<file path="config.mk">
export PLATFORM = sky130hd
export DESIGN_NAME = spi_reg_bridge
export DESIGN_NICKNAME = d
export VERILOG_FILES = /design/src/rtl/spi_reg_bridge.sv
export SDC_FILE = /design/constraint.sdc
export NUM_CORES = 1
export LEC_CHECK = 0
export CAP_MARGIN = 40
export CORE_UTILIZATION = 49
export DETAILED_ROUTE_END_ITERATION = 7
export GPL_TIMING_DRIVEN = 0
export PLACE_DENSITY_LB_ADDON = 0.25
export SYNTH_ARGS = -nofsm -noshare
export SYNTH_HDL_FRONTEND = slang
export SYNTH_SLANG_ARGS = --single-unit
</file>
<file path="constraint.sdc">
create_clock -name clk -period 3.8 [get_ports clk]
set_input_delay 0.95 -clock clk [delete_from_list [all_inputs] [get_ports clk]]
set_output_delay 0.95 -clock clk [all_outputs]
set_load 0.02 [all_outputs]
</file>
<file path="src/rtl/spi_reg_bridge.sv">
// ============================================================================
// Module   : spi_reg_bridge
// Brief    : Decodes framed SPI command bytes into register-bus reads/writes
//            and supplies the next byte to shift out to the host.
// Revision : 1.0 - initial release
// ============================================================================
`default_nettype none

module spi_reg_bridge #(
    parameter int          ADDR_W    = 7,
    parameter bit          BURST_EN  = 1'b1,
    parameter logic [7:0]  IDLE_BYTE = 8'hA5
) (
    input  logic              clk,
    input  logic              reset,
    input  logic              ss,
    input  logic [7:0]        rx_byte,
    input  logic              rx_valid,
    output logic [7:0]        tx_byte,
    output logic [ADDR_W-1:0] reg_addr,
    output logic [7:0]        reg_wdata,
    output logic              reg_we,
    output logic              reg_re,
    input  logic [7:0]        reg_rdata,
    output logic              busy
);

    typedef enum logic [2:0] {
        ST_IDLE    = 3'd0,
        ST_WR_DATA = 3'd1,
        ST_RD_REQ  = 3'd2,
        ST_RD_WAIT = 3'd3,
        ST_RD_DATA = 3'd4,
        ST_DONE    = 3'd5
    } state_t;

    state_t             state_q, state_d;
    logic [7:0]         tx_byte_q, tx_byte_d;
    logic [ADDR_W-1:0]  reg_addr_q, reg_addr_d;
    logic [7:0]         reg_wdata_q, reg_wdata_d;
    logic               reg_we_q, reg_we_d;
    logic               reg_re_q, reg_re_d;

    always_comb begin
        state_d     = state_q;
        tx_byte_d   = tx_byte_q;
        reg_addr_d  = reg_addr_q;
        reg_wdata_d = reg_wdata_q;
        reg_we_d    = 1'b0;
        reg_re_d    = 1'b0;

        // Burst writes advance the address in the cycle after the strobe
        if (BURST_EN && reg_we_q) begin
            reg_addr_d = reg_addr_q + ADDR_W'(1);
        end

        if (ss) begin
            state_d   = ST_IDLE;
            tx_byte_d = IDLE_BYTE;
        end else begin
            case (state_q)
                ST_IDLE: begin
                    if (rx_valid) begin
                        reg_addr_d = rx_byte[ADDR_W-1:0];
                        if (rx_byte[7]) begin
                            state_d = ST_WR_DATA;
                        end else begin
                            reg_re_d = 1'b1;
                            state_d  = ST_RD_REQ;
                        end
                    end
                end
                ST_WR_DATA: begin
                    if (rx_valid) begin
                        reg_wdata_d = rx_byte;
                        reg_we_d    = 1'b1;
                        if (!BURST_EN) begin
                            state_d = ST_DONE;
                        end
                    end
                end
                // reg_re is on the bus here; read data appears next cycle
                ST_RD_REQ: state_d = ST_RD_WAIT;
                ST_RD_WAIT: begin
                    tx_byte_d = reg_rdata;
                    state_d   = ST_RD_DATA;
                end
                ST_RD_DATA: begin
                    if (rx_valid) begin
                        if (BURST_EN) begin
                            reg_addr_d = reg_addr_q + ADDR_W'(1);
                            reg_re_d   = 1'b1;
                            state_d    = ST_RD_REQ;
                        end else begin
                            tx_byte_d = IDLE_BYTE;
                            state_d   = ST_DONE;
                        end
                    end
                end
                ST_DONE: state_d = ST_DONE;
                default: state_d = ST_IDLE;
            endcase
        end
    end

    always_ff @(posedge clk) begin
        if (reset) begin
            state_q     <= ST_IDLE;
            tx_byte_q   <= IDLE_BYTE;
            reg_addr_q  <= '0;
            reg_wdata_q <= 8'h00;
            reg_we_q    <= 1'b0;
            reg_re_q    <= 1'b0;
        end else begin
            state_q     <= state_d;
            tx_byte_q   <= tx_byte_d;
            reg_addr_q  <= reg_addr_d;
            reg_wdata_q <= reg_wdata_d;
            reg_we_q    <= reg_we_d;
            reg_re_q    <= reg_re_d;
        end
    end

    assign tx_byte   = tx_byte_q;
    assign reg_addr  = reg_addr_q;
    assign reg_wdata = reg_wdata_q;
    assign reg_we    = reg_we_q;
    assign reg_re    = reg_re_q;
    assign busy      = (state_q != ST_IDLE);

endmodule

`default_nettype wire

</file>
==> metrics.md <==
| Metric | Value |
|---|---|
| Outcome | `finished, final reports clean` |
| Seq/Total Area, Yosys | `roughly 40%` |
| H-tree depth | `1` |
| Hold Path Cell Cnt | `2` |
| First drt pass iteration count | `4` |
| Largest net degree at the start of global routing | `16` |
| Part of the cycle the worst path needs | `between 70% and 80%` |
| Port Buf Inserts | `45` |
| Die area | `3091 um^2` |
| Final hold violations | `0` |
| RSZ-0062 raised after global routing | `no` |
| Worst-path cell chain | `buf_6, or3_1, clkdlybuf4s50_1` |
| Syn Nets | `193` |
| Total global-route track usage | `22.76%` |
| Placed Instances | `248` |
| Area grow syn2layout | `37.33%` |
| Routed WL | `approximately 3.4 mm` |
| Number of synthesized register bits | `28` |
| Met1 Use GR | `between 20% and 30%` |
| Die H | `55.60 um` |
| Crit Path Class | `register to primary output` |
| NetSw | `166.0 uW` |
| R2R Setup Slk | `approximately 2000 ps` |
| Fillcell total | `247` |
| Unique masters post-synth | `39` |
| Hold_buf cts | `0` |
| Critical R2R Capture | `reg_addr[6]` |
| CP peak stage delay | `560 ps` |
| Post-synth EDFFs | `0` |
| Internal power | `436.8 uW` |
| Dominant synthesized flop cell | `dfxtp_1` |
| Number of gates resized after CTS | `0` |
| Worst setup EP type | `primary output` |
| Grt met2 use | `between 40% and 50%` |
| FF-to-FF path depth | `5` |
| Switching Share | `27.54%` |
| I/O pin count | `46` |
| Core area | `~2700 um^2` |
| Crit path time final | `2704 ps` |
| WP buf/inv | `2` |
| Clock sink total | `28` |
| Site row count | `19` |
| Core Util, Final | `between 70% and 80%` |
| Comb power frac | `between 20% and 30%` |
| Final setup fails | `0` |
| Clock power frac | `between 20% and 30%` |
| Fmax | `369.9 MHz` |
| Met3 usage | `3.953%` |
| Vias in the first global route | `1351` |
| Vias | `1423` |
| DRT iter0 DRCs | `56` |
| Class of the worst hold path | `register to register` |
| Layout cell share with drive strength beyond 1 | `7.240%` |
| Relative slew slack | `66.52%` |
| CP Launch Point | `state_q[1]` |
| ANT nets after route | `0` |
| Clock Path Buffers | `2` |
| CTS tree | `yes` |
| Postcts setup bufs | `0` |
| Worst Tran Pin Value | `501.7 ps` |
| Finished Layout Cells | `between 200 and 300` |
| Hold Worst Slack | `between 400 and 500 ps` |
| Clk slew on worst S/H paths | `~140 ps` |
| Worst Hold Endpoint | `tx_byte[4]` |
| Clock latency on the worst-skew pair | `between 300 and 400 ps` |
| GPL Wtd Cong | `0.9591` |
| DP HPWL | `roughly 2.6 mm` |
| Crit-path slowest cell | `clkdlybuf4s50_1` |
| Ant diodes | `0` |
| Crit-path max FO | `9` |
| DIE WIDTH | `55.60 um` |
| Clock Root Buffer | `clkbuf_4` |
| Final #Nets | `243` |
| Post-Route Setup TNS | `0 ps` |
| Vias/cell | `approximately 5.6` |
| Hold Startpoint | `tx_byte[4]` |
| Critical path arrival | `1750 ps` |
| # DRC | `0` |
| Ys async rst share | `0%` |
| R2R Path Start | `reg_addr[0]` |
| Leakage | `0.0006866 uW` |
| Initial antenna violation count | `0` |
| Busiest grt layer | `met2` |
| First-pass GRT wire length | `5.713 mm` |
| Peak VDD IR | `around 0.00023 V` |
| Synth warn | `0` |
| Mapped Avg Cell Area | `8.184 um^2` |
| CTS Buf Count | `3` |
| Total of max-cap violations | `0` |
| WP data required | `2850 ps` |
| Setup crit start kind | `register` |
| Kind of cell adding the most delay to the critical path | `buffers and inverters` |
| Mapped Cells | `172` |
| Final Slew Violations | `0` |
| Synth Cell Area | `1408 um^2` |
| Clock skew | `between 6 and 7 ps` |
| Wirelength per Cell | `13.36 um` |
| Initial core utilization | `51.49%` |
| Flop pwr share | `52.8%` |
| Overflow after GRT | `0` |
| Pwr per Cell Area | `311.8 nW/um^2` |
cell type report:
cell class                 count  area [um^2]  share of cell area (%)
buffer                        12        57.56                   2.977
clock buffer                   4        36.28                   1.877
inverter                       4        15.01                  0.7767
multi-input combinational    128        774.5                   40.06
sequential                    28        560.5                   29.00
tap                           31        38.79                   2.006
timing repair buffer          45        450.4                   23.30
registers in the layout, summed over array words and instances, names as in the netlist:
| name | flops |
|---|---|
| reg_re | 1 |
| tx_byte | 8 |
| reg_wdata | 8 |
| state_q | 3 |
| reg_we | 1 |
| reg_addr | 7 |
Yosys cell counts (all sizes together) (2+ instances only):
library cell  number  area [um^2]
xnor2              4        35.03
buf                5        31.28
nor2              23        88.84
clkbuf             7        26.28
a311oi             2        17.52
o21ai              7        35.03
a21oi             10        50.05
mux2               2        22.52
dfxtp             28        560.5
nand2             21        78.83
nand4              2        12.51
nor4               3        25.02
mux2i             13        130.1
nand3             11        55.05
o22ai              2        12.51
inv                3        11.26
or3                2        12.51
o211ai             3        22.52
nor3               4        20.02
and3               3        18.77
or2                2        12.51
per-layer routing:
metal | share of wire, % | routed length [um]
met3 | 5.9 | 197
met1 | 40 | 1353
met5 | 0 | 0
met2 | 52 | 1761
met4 | 1.6 | 55
worst min-delay path, delay by kind of cell (launching register included):
family / cells / cell delay (ps)
compound gates: 1 / 50
simple gates: 1 / 50
flops: 1 / 340
metrics by stage:
| step | instance area (um^2) | setup WS (ps) | power, uW |
|---|---|---|---|
| detailed placement | 1897 | 1107 | 460.8 |
| CTS | 1933 | 1096 | 604.2 |
| floorplan | 1408 | 1763 | 399.6 |
| global placement | 1897 | 1161 | 457.3 |
| finish | 1933 | 1096 | 602.8 |
| global route | 1933 | 1050 | 625.0 |
worst max path at each step:
stage,to,slack (ps),cells after the start
3_3_place_gp,reg_addr[6],1160,6
3_5_place_dp,reg_addr[4],1110,6
5_1_grt,busy,1050,3
2_1_floorplan,reg_addr[3],1760,5
4_1_cts,busy,1100,3
6_report,busy,1100,3
placed cells by master (no fill, tap or decap), types with 2 or more instances in the layout:
cell type         n
clkdlybuf4s50_1  45
dfxtp_1          28
nor2_1           22
nand2_1          21
mux2i_1          13
nand3_1          11
a21oi_1          10
clkbuf_1          7
o21ai_0           7
buf_2             4
xnor2_1           4
nor3_1            4
inv_1             3
and3_1            3
o211ai_1          3
clkbuf_4          3
or3_1             2
or2_2             2
nand4_1           2
nor4_1            2
a311oi_1          2
o22ai_1           2
mux2_2            2
kinds of logic (layout without fill, tap and decap cells):
kind of cell | count (synthesis) | in the layout | synth area share [%]
XOR/XNOR | 5 | 5 | 3.111
AND/OR/NAND/NOR | 74 | 74 | 24.80
multiplexers | 15 | 15 | 10.84
AO/OA/AOI/OAI | 33 | 33 | 15.38
adder cells (fa/ha/maj) | 1 | 1 | 0.8887
buffers and inverters | 16 | 65 | 5.156
flip-flops | 28 | 28 | 39.82
power groups by stage:
stage	Clock, uW	Sequential, uW	Combinational, uW
5_1_grt	158	320	148
3_3_place_gp	0	324	134
6_report	148	318	137
3_5_place_dp	0	324	137
4_1_cts	150	318	137
2_1_floorplan	0	336	63.3
No activity file was read; power rests on OpenSTA's default activity.
